$ cat config.mk
export PLATFORM = sky130hd
export DESIGN_NAME = mult_share_arbiter_flat
export DESIGN_NICKNAME = d
export VERILOG_FILES = /design/src/rtl/mult_share_arbiter_if.sv /design/src/rtl/mult_share_arbiter.sv /design/src/flat_wrapper.sv
export SDC_FILE = /design/constraint.sdc
export NUM_CORES = 1
export LEC_CHECK = 0
export BUFFER_PORTS_ARGS = -buffer_cell sky130_fd_sc_hd__buf_2
export CAP_MARGIN = 20
export CORE_ASPECT_RATIO = 1.4
export CORE_UTILIZATION = 53
export DETAILED_ROUTE_END_ITERATION = 8
export HOLD_SLACK_MARGIN = 0.1
export PLACE_DENSITY = 0.8
export SLEW_MARGIN = 30
export SYNTH_ARGS = -nofsm -noshare
export SYNTH_HDL_FRONTEND = slang
export SYNTH_SLANG_ARGS = --single-unit
$ cat constraint.sdc
create_clock -name clk -period 7.5 [get_ports clk]
set_input_delay 0.375 -clock clk [delete_from_list [all_inputs] [get_ports clk]]
set_output_delay 0.375 -clock clk [all_outputs]
set_load 0.1 [all_outputs]
$ cat src/rtl/mult_share_arbiter_if.sv
// mult_share_arbiter_if: request/result bundle between the client engines and
// the shared multiplier.
//   req_valid  [NUM_REQ]        per-requester operand valid
//   req_ready  [NUM_REQ]        per-requester accept, one-hot or zero
//   req_a      [NUM_REQ*WIDTH]  flattened operand A, requester i at [i*WIDTH +: WIDTH]
//   req_b      [NUM_REQ*WIDTH]  flattened operand B, same packing
//   res_valid                   product valid
//   res_ready                   consumer accepts the product
//   res_p      [WIDTH]          product, (a*b) mod 2^WIDTH
//   res_id     [ID_W]           index of the requester owning res_p
// Modports: master = client/consumer side, slave = arbiter side.
interface mult_share_arbiter_if #(
    parameter int unsigned NUM_REQ = 4,
    parameter int unsigned WIDTH   = 16
);
    localparam int unsigned ID_W = $clog2(NUM_REQ);

    logic [NUM_REQ-1:0]       req_valid;
    logic [NUM_REQ-1:0]       req_ready;
    logic [NUM_REQ*WIDTH-1:0] req_a;
    logic [NUM_REQ*WIDTH-1:0] req_b;
    logic                     res_valid;
    logic                     res_ready;
    logic [WIDTH-1:0]         res_p;
    logic [ID_W-1:0]          res_id;

    modport master (
        output req_valid,
        output req_a,
        output req_b,
        input  req_ready,
        input  res_valid,
        input  res_p,
        input  res_id,
        output res_ready
    );

    modport slave (
        input  req_valid,
        input  req_a,
        input  req_b,
        output req_ready,
        output res_valid,
        output res_p,
        output res_id,
        input  res_ready
    );
endinterface

$ cat src/rtl/mult_share_arbiter.sv
// mult_share_arbiter: round-robin scheduler time-sharing one registered
// WIDTH x WIDTH multiply stage among NUM_REQ requesters. One operand pair is
// accepted per cycle; the truncated product is registered together with the
// owning requester index.
// Ports:
//   clk           sole clock, rising edge
//   rst_n         asynchronous active-low reset
//   bus           mult_share_arbiter_if.slave (request and result handshakes)
//   stat_accepts  [32] accept counter      (only with MULT_SHARE_STATS_EN)
//   stat_stalls   [32] blocked-cycle count (only with MULT_SHARE_STATS_EN)
// Optional feature macro: MULT_SHARE_STATS_EN.
module mult_share_arbiter #(
    parameter int unsigned NUM_REQ = 4,
    parameter int unsigned WIDTH   = 16
) (
    input  logic                clk,
    input  logic                rst_n,
    mult_share_arbiter_if.slave bus
`ifdef MULT_SHARE_STATS_EN
    ,
    output logic [31:0]         stat_accepts,
    output logic [31:0]         stat_stalls
`endif
);
    localparam int unsigned ID_W = $clog2(NUM_REQ);

    logic              res_valid_q;
    logic [WIDTH-1:0]  res_p_q;
    logic [ID_W-1:0]   res_id_q;
    logic [ID_W-1:0]   last_q;

    logic [WIDTH-1:0]  a_arr [NUM_REQ];
    logic [WIDTH-1:0]  b_arr [NUM_REQ];

    logic              slot_free;
    logic              grant_found;
    logic [ID_W-1:0]   grant_idx;
    logic [ID_W-1:0]   scan_idx;
    logic [WIDTH-1:0]  a_sel;
    logic [WIDTH-1:0]  b_sel;
    logic [WIDTH-1:0]  prod;
    logic              accept;
    logic [NUM_REQ-1:0] req_ready_d;

    // Unpack the flattened operand buses once so the scan can index by requester.
    for (genvar gi = 0; gi < NUM_REQ; gi++) begin : g_unpack
        assign a_arr[gi] = bus.req_a[gi*WIDTH +: WIDTH];
        assign b_arr[gi] = bus.req_b[gi*WIDTH +: WIDTH];
    end

    assign slot_free = !res_valid_q || bus.res_ready;

    // Scan upward from last+1, wrapping; the first valid requester wins.
    always_comb begin
        grant_found = 1'b0;
        grant_idx   = '0;
        scan_idx    = '0;
        a_sel       = '0;
        b_sel       = '0;
        for (int unsigned k = 1; k <= NUM_REQ; k++) begin
            scan_idx = ID_W'((32'(last_q) + k) % NUM_REQ);
            if (!grant_found && bus.req_valid[scan_idx]) begin
                grant_found = 1'b1;
                grant_idx   = scan_idx;
                a_sel       = a_arr[scan_idx];
                b_sel       = b_arr[scan_idx];
            end
        end
    end

    // rst_n gates the grant so req_ready stays zero throughout reset.
    assign accept = rst_n && slot_free && grant_found;

    // Product is taken in WIDTH-bit context, so overflow bits fall away.
    assign prod = a_sel * b_sel;

    always_comb begin
        req_ready_d = '0;
        if (accept) begin
            req_ready_d[grant_idx] = 1'b1;
        end
    end

    assign bus.req_ready = req_ready_d;
    assign bus.res_valid = res_valid_q;
    assign bus.res_p     = res_p_q;
    assign bus.res_id    = res_id_q;

    always_ff @(posedge clk or negedge rst_n) begin
        if (!rst_n) begin
            res_valid_q <= 1'b0;
            res_p_q     <= '0;
            res_id_q    <= '0;
            last_q      <= ID_W'(NUM_REQ - 1);
        end else begin
            if (accept) begin
                // Covers the simultaneous drain+accept case: no bubble.
                res_valid_q <= 1'b1;
                res_p_q     <= prod;
                res_id_q    <= grant_idx;
                last_q      <= grant_idx;
            end else if (bus.res_ready) begin
                res_valid_q <= 1'b0;
            end
        end
    end

`ifdef MULT_SHARE_STATS_EN
    logic [31:0] stat_accepts_q;
    logic [31:0] stat_stalls_q;

    always_ff @(posedge clk or negedge rst_n) begin
        if (!rst_n) begin
            stat_accepts_q <= '0;
            stat_stalls_q  <= '0;
        end else begin
            if (accept) begin
                stat_accepts_q <= stat_accepts_q + 32'd1;
            end else if (|bus.req_valid) begin
                stat_stalls_q <= stat_stalls_q + 32'd1;
            end
        end
    end

    assign stat_accepts = stat_accepts_q;
    assign stat_stalls  = stat_stalls_q;
`endif

endmodule

$ cat src/flat_wrapper.sv
// flat-port wrapper written by rule: the top's interface ports become plain ports
module mult_share_arbiter_flat 
#(
    parameter int unsigned NUM_REQ = 4,
    parameter int unsigned WIDTH   = 16
)
  (clk, rst_n, bus_req_valid, bus_req_a, bus_req_b, bus_req_ready, bus_res_valid, bus_res_p, bus_res_id, bus_res_ready);
  mult_share_arbiter_if #(.NUM_REQ(NUM_REQ), .WIDTH(WIDTH)) bus_i ();
  input  logic clk;
  input  logic rst_n;
  input wire logic [$bits(bus_i.req_valid)-1:0] bus_req_valid;
  input wire logic [$bits(bus_i.req_a)-1:0] bus_req_a;
  input wire logic [$bits(bus_i.req_b)-1:0] bus_req_b;
  output wire logic [$bits(bus_i.req_ready)-1:0] bus_req_ready;
  output wire logic [$bits(bus_i.res_valid)-1:0] bus_res_valid;
  output wire logic [$bits(bus_i.res_p)-1:0] bus_res_p;
  output wire logic [$bits(bus_i.res_id)-1:0] bus_res_id;
  input wire logic [$bits(bus_i.res_ready)-1:0] bus_res_ready;
  assign bus_i.req_valid = bus_req_valid;
  assign bus_i.req_a = bus_req_a;
  assign bus_i.req_b = bus_req_b;
  assign bus_req_ready = bus_i.req_ready;
  assign bus_res_valid = bus_i.res_valid;
  assign bus_res_p = bus_i.res_p;
  assign bus_res_id = bus_i.res_id;
  assign bus_i.res_ready = bus_res_ready;
  mult_share_arbiter #(.NUM_REQ(NUM_REQ), .WIDTH(WIDTH)) u_core (.clk(clk), .rst_n(rst_n), .bus(bus_i));
endmodule
==> summary.md, run 1 <==
| Metric | Value |
|---|---|
| Status | `finished clean` |
| Clock period minus worst slack | `7.298 ns` |
| Mean post-synth cell area | `8.126 sq um` |
| Simple-Gate Fraction of Synth Area | `18.78%` |
| Number of clock buffers inserted by TritonCTS | `3` |
| Total negative slack | `0 ns` |
| Unique cell type count in the Yosys netlist | `78` |
| Startpoint of the worst-slack reg-to-reg timing path | `u_core.last_q[1]$_DFFE_PN1P_` |
| Highest achievable clock rate | `137.0 MHz` |
| Filler Cells Inserted | `1387` |
| RSZ-0062 raised after global routing | `false` |
| NumNets Final | `1467` |
| Top-level I/O count | `158` |
| Final routed wirelength across all metal layers | `26250 um` |
| Port Buffers | `157` |
| Beginning of the worst hold path | `bus_res_ready` |
| Antenna violations before repair | `0` |
| Total global routing overflow | `0` |
| Fraction of registers with async set/reset | `100.0%` |
| XOR/XNOR share of the synthesized area | `4.245%` |
| Register-to-register setup slack | `0.20 ns` |
| CTS sink cnt | `21` |
| Yosys synthesis warning count | `0` |
| Critical path class | `flop to flop` |
| Cell count of the worst reg-to-reg path | `24` |
| Adder and majority gate portion of the synthesized area | `25.73%` |
| DRC violation total after the first TritonRoute iteration | `705` |
| Number of violations of the max-capacitance limit | `0` |
| Total global routing track utilization | `30.85%` |
| Hpwl dp | `21260 um` |
| Crit path capture type | `flop` |
| TritonRoute pass-1 iters | `5` |
| Final hold violations | `0` |
| Wire length of the first global-routing pass | `40600 um` |
| Peak fanout along the critical path | `11` |
| Synthesis-stage register bit count | `21` |
| Root Buffer Master | `clkbuf_16` |
| Post-route DRC violation count | `0` |
| Required time of the critical path | `7.68 ns` |
| Die outline height | `152.8 um` |
| Max-slew headroom | `50.11%` |
| Maximum buffer depth of the clock tree | `2` |
| ANT nets after route | `0` |
| Worst clock skew | `0.003636 ns` |
| Number of enable flip-flop cells after synthesis | `0` |
| Arrival time of data at the critical path endpoint | `7.48 ns` |
| Die Wd | `109.7 um` |
| Total die area | `16760 sq um` |
| Worst hold-check slack | `0.4468 ns` |
| Class of the tightest hold or removal check | `primary input to flop` |
| Final worst-path cycle share | `97.31%` |
| Main combinational cell family by area after synthesis | `adder cells` |
| Final slew viol count | `0` |
| Actual transition at the worst max-transition pin | `0.7405 ns` |
| Routed wire per std cell | `18.78 um` |
| Number of global-route vias before repair | `8433` |
| Core area | `15740 sq um` |
| Initial core utilization | `54.67%` |
| Category of the worst setup path launch point | `flop` |
| Top flip-flop cell by instance count after synthesis | `dfrtp_1` |
| Post-detailed-route via-to-cell ratio | `6.129` |
| Sequential cell area | `535.5 sq um` |
| Growth of design area from synthesis to finish | `14.15%` |
| Proportion of synthesized area in mux cells | `18.20%` |
| Worst R2R End | `u_core.bus.res_p[15]$_DFFE_PN0P_` |
| Share of layout cells above drive strength 1 | `24.38%` |
| Number of endpoints failing setup at the final stage | `0` |
| Routability congestion estimate | `0.9978` |
| Worst skew pair latency | `0.25 ns` |
| Sequential cell area fraction in the yosys report | `6.136%` |
| Area of combinational cells with multiple inputs | `7234 sq um` |
| Vias after detailed routing | `8568` |
| Largest net degree at the start of global routing | `60` |
| Cell depth of the worst hold path | `3` |
| Clk pin slew, worst setup/hold paths | `0.06 ns` |
| Post-synthesis cell area | `8606 sq um` |
| Hold Path End | `u_core.bus.res_valid$_DFFE_PN0P_` |
| Placement row count | `54` |
| Cell count after synthesis | `1059` |
| Post-synthesis compound-gate area fraction | `16.36%` |
| Final antenna diode count | `0` |
| Post-synth net total | `1323` |
| Launch point of the critical path | `u_core.last_q[1]$_DFFE_PN1P_` |
| H-tree levels | `1` |
| TritonCTS clock tree | `done` |
cell usage after synthesis, types with 3 or more instances:
library cell / number / area, sq um
o22ai_1: 18 / 112.6
a211oi_1: 9 / 67.56
mux2_2: 22 / 247.7
a21o_1: 3 / 22.52
o32ai_1: 5 / 43.79
mux4_2: 19 / 427.9
o21ai_0: 31 / 155.2
fa_1: 80 / 1602
nor2b_1: 19 / 118.9
xor2_1: 10 / 87.58
o21a_1: 4 / 30.03
o221ai_1: 23 / 201.4
buf_2: 23 / 115.1
nand3_1: 6 / 30.03
buf_6: 12 / 135.1
xnor3_1: 3 / 67.56
xnor2_1: 24 / 210.2
o21bai_1: 4 / 30.03
ha_1: 49 / 613.1
and3_1: 3 / 18.77
nor3_1: 11 / 55.05
buf_4: 13 / 97.59
mux2i_1: 89 / 890.9
nand2b_1: 23 / 143.9
and2_1: 11 / 68.82
dfrtp_1: 19 / 475.5
a31oi_1: 11 / 68.82
a31o_2: 6 / 52.55
a21oi_1: 32 / 160.2
clkbuf_1: 17 / 63.81
or2_2: 9 / 56.30
nand2_1: 162 / 608.1
inv_1: 124 / 465.5
a221oi_1: 6 / 52.55
nor2_1: 89 / 334.1
a21boi_0: 3 / 22.52
o211ai_1: 3 / 22.52
o22a_1: 3 / 26.28
a22oi_1: 4 / 30.03
through the flow:
| step | util (%) | setup slack, ns | std cells | cell area, sq um |
|---|---|---|---|---|
| 6_report | 62.40 | 0.2016 | 1398 | 9823 |
| 5_1_grt | 62.40 | 0.001914 | 1398 | 9823 |
| 4_1_cts | 61.44 | 0.02680 | 1393 | 9672 |
| 3_5_place_dp | 60.86 | 0.04897 | 1388 | 9582 |
| 3_3_place_gp | 60.82 | 0.1445 | 1388 | 9575 |
| 2_1_floorplan | - | 0.3909 | 1059 | 8606 |
layout make-up:
class	instances	share of cell area [%]
timing repair buffer	206	12.85
clock inverter	1	0.05095
clock buffer	3	0.7642
inverter	124	4.738
tap	196	2.496
multi-input combinational	847	73.65
sequential	21	5.452
sequential cells by signal, indices dropped and copies added (netlist names):
signal	flops
u_core.last_q	2
u_core.bus.res_id	2
u_core.bus.res_valid	1
u_core.bus.res_p	16
layer usage:
layer | wire length [um] | GRT usage [%]
met1 | 9532 | 36.05
met2 | 13650 | 55.59
met3 | 1996 | 4.106
met4 | 1071 | 12.25
met5 | 0 | 0
worst max path at each step:
| stage | end | slack [ns] | depth (start not counted) |
|---|---|---|---|
| floorplan | u_core.bus.res_p[15]$_DFFE_PN0P_ | 0.39 | 30 |
| global placement | u_core.bus.res_p[15]$_DFFE_PN0P_ | 0.14 | 23 |
| detailed placement | u_core.bus.res_p[15]$_DFFE_PN0P_ | 0.05 | 24 |
| CTS | u_core.bus.res_p[15]$_DFFE_PN0P_ | 0.03 | 24 |
| global route | u_core.bus.res_p[15]$_DFFE_PN0P_ | 0.002 | 23 |
| finish | u_core.bus.res_p[15]$_DFFE_PN0P_ | 0.20 | 24 |
critical path, stage by stage, from the launching register on:
cell and delay, ns:
dfstp_4 0.53, buf_4 0.21, or3b_1 0.38, a211o_1 0.32
and2_4 0.21, nor3_1 0.32, or4_1 0.37, nand2_1 0.13
fa_1 0.51, inv_1 0.06, fa_1 0.50, inv_1 0.05
fa_1 0.57, fa_1 0.44, fa_1 0.50, fa_1 0.41
xor2_1 0.16, xnor2_1 0.19, xnor2_1 0.15, xnor2_1 0.17
xnor2_1 0.16, xnor2_1 0.15, xnor2_1 0.19, xnor3_1 0.44
o21ai_1 0.12
layout by cell type (no fill, tap or decap), types with 4 or more instances in the layout:
cell | netlist | layout
a211oi_1 | 9 | 9
a21oi_1 | 32 | 32
a221oi_1 | 6 | 6
a22oi_1 | 4 | 4
a31o_2 | 6 | 6
a31oi_1 | 11 | 11
and2_1 | 11 | 10
buf_12 | 0 | 4
buf_2 | 23 | 157
buf_4 | 13 | 38
clkbuf_16 | 0 | 4
dfrtp_1 | 19 | 19
fa_1 | 80 | 80
ha_1 | 49 | 49
inv_1 | 124 | 122
mux2_2 | 22 | 22
mux2i_1 | 89 | 88
mux4_2 | 19 | 19
nand2_1 | 162 | 160
nand2b_1 | 23 | 22
nand3_1 | 6 | 6
nor2_1 | 89 | 89
nor2b_1 | 19 | 19
nor3_1 | 11 | 10
o21a_1 | 4 | 4
o21ai_0 | 31 | 31
o21bai_1 | 4 | 4
o221ai_1 | 23 | 22
o22ai_1 | 18 | 18
o32ai_1 | 5 | 5
or2_2 | 9 | 9
xnor2_1 | 24 | 24
xor2_1 | 10 | 10
repair_timing:
item / CTS / global route
resized for setup: 0 / 19
setup buffers: 0 / 4
setup endpoints to repair: 0 / 1
hold buffers: 1 / 0
hold endpoints to repair: 12 / 0
logic make-up (layout without fill, tap and decap cells):
kind of cell / Yosys count / count (layout)
AND/OR/NAND/NOR: 355 / 355
AO/OA/AOI/OAI: 196 / 196
buffers and inverters: 191 / 334
multiplexers: 130 / 130
adder cells (fa/ha/maj): 129 / 129
XOR/XNOR: 37 / 37
flip-flops: 21 / 21
Power of run 1 is left out: the tool's default activity adds up to more than one toggle a clock period on the data nets, which glitch-free logic cannot reach.
==> run 2: changes to the inputs <==
Settings changed: CELL_PAD_IN_SITES_DETAIL_PLACEMENT from default to 1, CELL_PAD_IN_SITES_GLOBAL_PLACEMENT from default to 2, CORE_UTILIZATION 53 to 31, PLACE_DENSITY 0.8 to default, PLACE_DENSITY_LB_ADDON from default to 0.1.
==> run 2 against run 1 <==
Against the previous run: final cell count rose by 15%; setup slack improved by 0.10 ns; global-route usage fell by 7.9 points; maximum frequency rose by 1.4%; via count fell by 1.2%; first-iteration DRC count fell by 57%; core utilization fell by 24 points; critical path depth rose by 1; sequential share of layout area fell by 0.26 points; routed wire length rose by 24%; largest cell class unchanged; final area rose by 5.1%.
==> summary.md, run 2 (synthesis results as in run 1) <==
| Metric | Value |
|---|---|
| Status | `finished clean` |
| Slowest-stage cell, CP | `fa_1` |
| Filler Cells Inserted | `3361` |
| Sequential cell area | `535.5 sq um` |
| Clk pin slew, worst setup/hold paths | `0.07 ns` |
| Met2 capacity usage during global routing | `43.86%` |
| Class of the tightest hold or removal check | `primary input to async pin` |
| Post-detailed-route via-to-cell ratio | `5.286` |
| Antenna violations before repair | `0` |
| Critical path buffers and inverters | `4` |
| Post-route DRC violation count | `0` |
| Placed instance area | `10080 sq um` |
| Total global routing track utilization | `22.91%` |
| Worst clock skew | `0.009350 ns` |
| Max-slew headroom | `58.43%` |
| Number of violations of the max-capacitance limit | `0` |
| CP peak stage delay | `0.56 ns` |
| Most frequent cells in the layout | `nand2_1, buf_2, inv_1` |
| Top-level I/O count | `158` |
| Die Wd | `142.8 um` |
| NumNets Final | `1500` |
| Met1 demand-to-capacity share in global routing | `27.98%` |
| Final worst-path cycle share | `95.99%` |
| Root Buffer Master | `clkbuf_16` |
| H-tree levels | `1` |
| Final hold violations | `0` |
| Crit path capture type | `flop` |
| Maximum buffer depth of the clock tree | `2` |
| TritonRoute pass-1 iters | `5` |
| Number of clock buffers inserted by TritonCTS | `3` |
| Clock period minus worst slack | `7.199 ns` |
| Met3 routing resource usage after global routing | `1.318%` |
| Area of combinational cells with multiple inputs | `7213 sq um` |
| Register-to-register setup slack | `0.30 ns` |
| Number of flip-flops under the largest register name | `16` |
| Category of the worst setup path launch point | `flop` |
| Post-cts hold buffer count | `0` |
| DRC violation total after the first TritonRoute iteration | `304` |
| Post-route design area | `10320 sq um` |
| Final slew viol count | `0` |
| Peak fanout along the critical path | `11` |
| Number of global-route vias before repair | `8851` |
| Wire length of the first global-routing pass | `49540 um` |
| Actual transition at the worst max-transition pin | `0.6199 ns` |
| Routability congestion estimate | `0.8762` |
| Share of layout cells above drive strength 1 | `25.99%` |
| Critical path class | `flop to flop` |
| Worst hold-check slack | `0.08772 ns` |
| Die outline height | `199.1 um` |
| GR peak layer | `met2` |
| Required time of the critical path | `7.70 ns` |
| Highest achievable clock rate | `138.9 MHz` |
| Initial core utilization | `31.76%` |
| Growth of design area from synthesis to finish | `19.96%` |
| Largest net degree at the start of global routing | `99` |
| TritonCTS clock tree | `done` |
| Vias after detailed routing | `8463` |
| ANT nets after route | `0` |
| Final routed wirelength across all metal layers | `32650 um` |
| Port Buffers | `157` |
| Total global routing overflow | `0` |
| Total die area | `28440 sq um` |
| Arrival time of data at the critical path endpoint | `7.40 ns` |
| Core area | `27090 sq um` |
| Hpwl dp | `26690 um` |
| Most common cell after layout, fill and taps aside | `nand2_1` |
| Worst skew pair latency | `0.27 ns` |
| Routed wire per std cell | `20.39 um` |
| Number of endpoints failing setup at the final stage | `0` |
| CTS sink cnt | `21` |
| CP delay by family, top | `adder cells` |
| Placement row count | `71` |
## run 2: worst paths after layout
kind                       cells after the start                       startpoint                               end
setup / recovery                              25     u_core.last_q[1]$_DFFE_PN1P_  u_core.bus.res_p[15]$_DFFE_PN0P_
hold / removal                                 1                            rst_n   u_core.bus.res_p[8]$_DFFE_PN0P_
setup reg to reg                              25     u_core.last_q[1]$_DFFE_PN1P_  u_core.bus.res_p[15]$_DFFE_PN0P_
hold reg to reg                                2  u_core.bus.res_p[4]$_DFFE_PN0P_   u_core.bus.res_p[4]$_DFFE_PN0P_
max in group asynchronous                      1                            rst_n      u_core.last_q[0]$_DFFE_PN1P_
min in group clk                               3                    bus_res_ready  u_core.bus.res_valid$_DFFE_PN0P_
## run 2: per-layer routing
layer  vias up  part of all wire [%]
li1       3987                     -
met1      4284                    41
met2       165                    54
met3        27                   3.1
met4         0                   1.9
met5         -                     0
## run 2: repair_timing
action	CTS	global route
setup endpoints to repair	0	2
setup buffers	0	5
resized for setup	0	12
## run 2: through the flow
stage | setup WS, ns | util (%) | setup TNS (ns) | std cells
floorplan | 0.3909 | - | 0 | 1059
global placement | 0.07188 | 37.19 | 0 | 1589
detailed placement | 0.07446 | 37.19 | 0 | 1589
CTS | 0.05537 | 37.48 | 0 | 1593
global route | -0.01392 | 38.09 | -0.01392 | 1600
finish | 0.3011 | 38.10 | 0 | 1601
## run 2: area by class of cell
| cell class | instances | area share (%) |
|---|---|---|
| well taps | 365 | 4.424 |
| multi-input cells | 847 | 69.87 |
| flip-flops and latches | 21 | 5.187 |
| clock buffers | 4 | 0.7635 |
| repair buffers | 239 | 15.22 |
| diodes | 1 | 0.02424 |
| inverters | 124 | 4.509 |
Power of run 2 is left out for the same reason.
==> run 3: changes to the inputs <==
Settings changed: CORE_ASPECT_RATIO 1.4 to default, HOLD_SLACK_MARGIN 0.1 to default.
==> run 3 against run 2 <==
Against the previous run: worst hold slack worse by 0.0099 ns; final area is 3.2% higher; flip-flop and latch count stayed put; final cell count is 1.6% higher; critical path depth is 2 higher; core utilization is 1.2 points higher.
==> summary.md, run 3 (synthesis results as in run 1) <==
| Metric | Value |
|---|---|
| Required time of the critical path | `7.62 ns` |
| Peak fanout along the critical path | `10` |
| TritonRoute pass-1 iters | `5` |
| Crit path capture type | `flop` |
| Actual transition at the worst max-transition pin | `0.6008 ns` |
| Total negative slack | `0 ns` |
| Filler Cells Inserted | `3302` |
| Final routed wirelength across all metal layers | `32680 um` |
| Die outline height | `168.6 um` |
| Sequential cell area | `535.5 sq um` |
| Arrival time of data at the critical path endpoint | `7.32 ns` |
| Critical path class | `flop to flop` |
| Total die area | `28430 sq um` |
| Final antenna diode count | `0` |
| Worst skew pair latency | `0.26 ns` |
| H-tree levels | `1` |
| Number of endpoints failing setup at the final stage | `0` |
| Worst Setup Slack post-DPL | `0.1021 ns` |
| Vias after detailed routing | `8454` |
| Hpwl dp | `25830 um` |
| Antenna violations before repair | `0` |
| Growth of design area from synthesis to finish | `23.79%` |
| Post-route DRC violation count | `0` |
| Number of violations of the max-capacitance limit | `0` |
| DRC violation total after the first TritonRoute iteration | `449` |
| TritonCTS clock tree | `done` |
| Placement row count | `60` |
| ANT nets after route | `0` |
| CTS sink cnt | `21` |
| Number of global-route vias before repair | `8787` |
| Final hold violations | `0` |
| Highest achievable clock rate | `139.0 MHz` |
| Routed wire per std cell | `20.10 um` |
| Wire length of the first global-routing pass | `49850 um` |
| NumNets Final | `1519` |
| Die Wd | `168.6 um` |
| Routability congestion estimate | `0.8137` |
| Smallest setup slack after layout | `0.3035 ns` |
| Number of flip-flops under the largest register name | `16` |
| DP Cell Count | `1597` |
| Class of the tightest hold or removal check | `primary input to async pin` |
| Share of layout cells above drive strength 1 | `28.47%` |
| Cell Count, Final, Fillers Out | `1626` |
| Clock period minus worst slack | `7.197 ns` |
| Core area | `27100 sq um` |
| Final worst-path cycle share | `95.95%` |
| Initial core utilization | `31.75%` |
| Maximum buffer depth of the clock tree | `2` |
| Post-detailed-route via-to-cell ratio | `5.199` |
| Port Buffers | `157` |
| Clk pin slew, worst setup/hold paths | `0.06 ns` |
| Number of clock buffers inserted by TritonCTS | `3` |
| Worst clock skew | `0.003451 ns` |
| Area of combinational cells with multiple inputs | `7300 sq um` |
| Largest net degree at the start of global routing | `78` |
| Most frequent cells in the layout | `nand2_1, buf_2, inv_1` |
| Max-slew headroom | `59.87%` |
| Root Buffer Master | `clkbuf_16` |
| Total global routing overflow | `0` |
| Status | `finished clean` |
| Most common cell after layout, fill and taps aside | `nand2_1` |
| Top-level I/O count | `158` |
| Final slew viol count | `0` |
| Category of the worst setup path launch point | `flop` |
| Total global routing track utilization | `22.62%` |
## run 3: cell types whose count changed in the layout (fill, tap and decap cells not counted), sizes merged
| cell | before | now |
|---|---|---|
| diode | 1 | 0 |
| and2 | 12 | 13 |
| clkinv | 0 | 1 |
| buf | 237 | 254 |
## run 3: area by class of cell
type,count,area share [%]
clock buffers,3,0.7047
clock inverters,1,0.04698
flip-flops and latches,21,5.027
multi-input cells,848,68.52
inverters,124,4.369
well taps,372,4.369
repair buffers,257,16.96
## run 3: repair_timing
| item | in CTS | in global routing |
|---|---|---|
| gates resized for setup | 0 | 30 |
| hold buffers | 0 | 0 |
| hold endpoints to repair | 0 | 0 |
| setup endpoints to repair | 0 | 2 |
| buffers inserted | 0 | 21 |
## run 3: final timing paths
| path | startpoint | to | slack (ns) | cells after the start |
|---|---|---|---|---|
| worst max register to register | u_core.last_q[1]$_DFFE_PN1P_ | u_core.bus.res_p[15]$_DFFE_PN0P_ | 0.30 | 27 |
| worst max-delay path | u_core.last_q[1]$_DFFE_PN1P_ | u_core.bus.res_p[15]$_DFFE_PN0P_ | 0.30 | 27 |
| max in group asynchronous | rst_n | u_core.last_q[0]$_DFFE_PN1P_ | 7.13 | 2 |
| worst min register to register | u_core.bus.res_p[14]$_DFFE_PN0P_ | u_core.bus.res_p[14]$_DFFE_PN0P_ | 0.48 | 2 |
| min in group clk | bus_res_ready | u_core.bus.res_valid$_DFFE_PN0P_ | 0.43 | 3 |
| worst min-delay path | rst_n | u_core.bus.res_p[14]$_DFFE_PN0P_ | 0.08 | 2 |
## run 3: critical path, stage by stage (launching register included)
cell	delay [ns]
dfstp_4	0.69
buf_8	0.17
nor3b_1	0.28
a32oi_2	0.19
buf_4	0.19
and2_2	0.24
nor3_1	0.22
nor4_1	0.09
buf_4	0.17
inv_1	0.09
nand2_1	0.08
fa_1	0.52
fa_1	0.55
inv_1	0.06
fa_1	0.49
inv_1	0.05
fa_1	0.53
inv_1	0.06
fa_1	0.49
inv_1	0.05
fa_1	0.48
inv_1	0.05
ha_1	0.19
or3_1	0.41
a2111oi_2	0.31
nor3_1	0.10
xnor3_1	0.22
o21ai_1	0.06
## run 3: routing by layer
metal / track usage [%] / vias to the layer above / part of all wire [%]
met5: 0 / - / 0
met2: 37.63 / 192 / 45
met1: 32.38 / 4203 / 49
met4: 4.941 / 0 / 1.6
li1: - / 4036 / -
met3: 1.029 / 23 / 3.8
## run 3: through the flow
stage	hold WS, ns	instance area [sq um]	utilization (%)
floorplan	0.07941	8606	-
global placement	0.3716	10170	37.53
detailed placement	0.3754	10170	37.54
CTS	0.08789	10250	37.83
global route	0.1164	10650	39.31
finish	0.07777	10650	39.31
Power of run 3 is left out for the same reason.
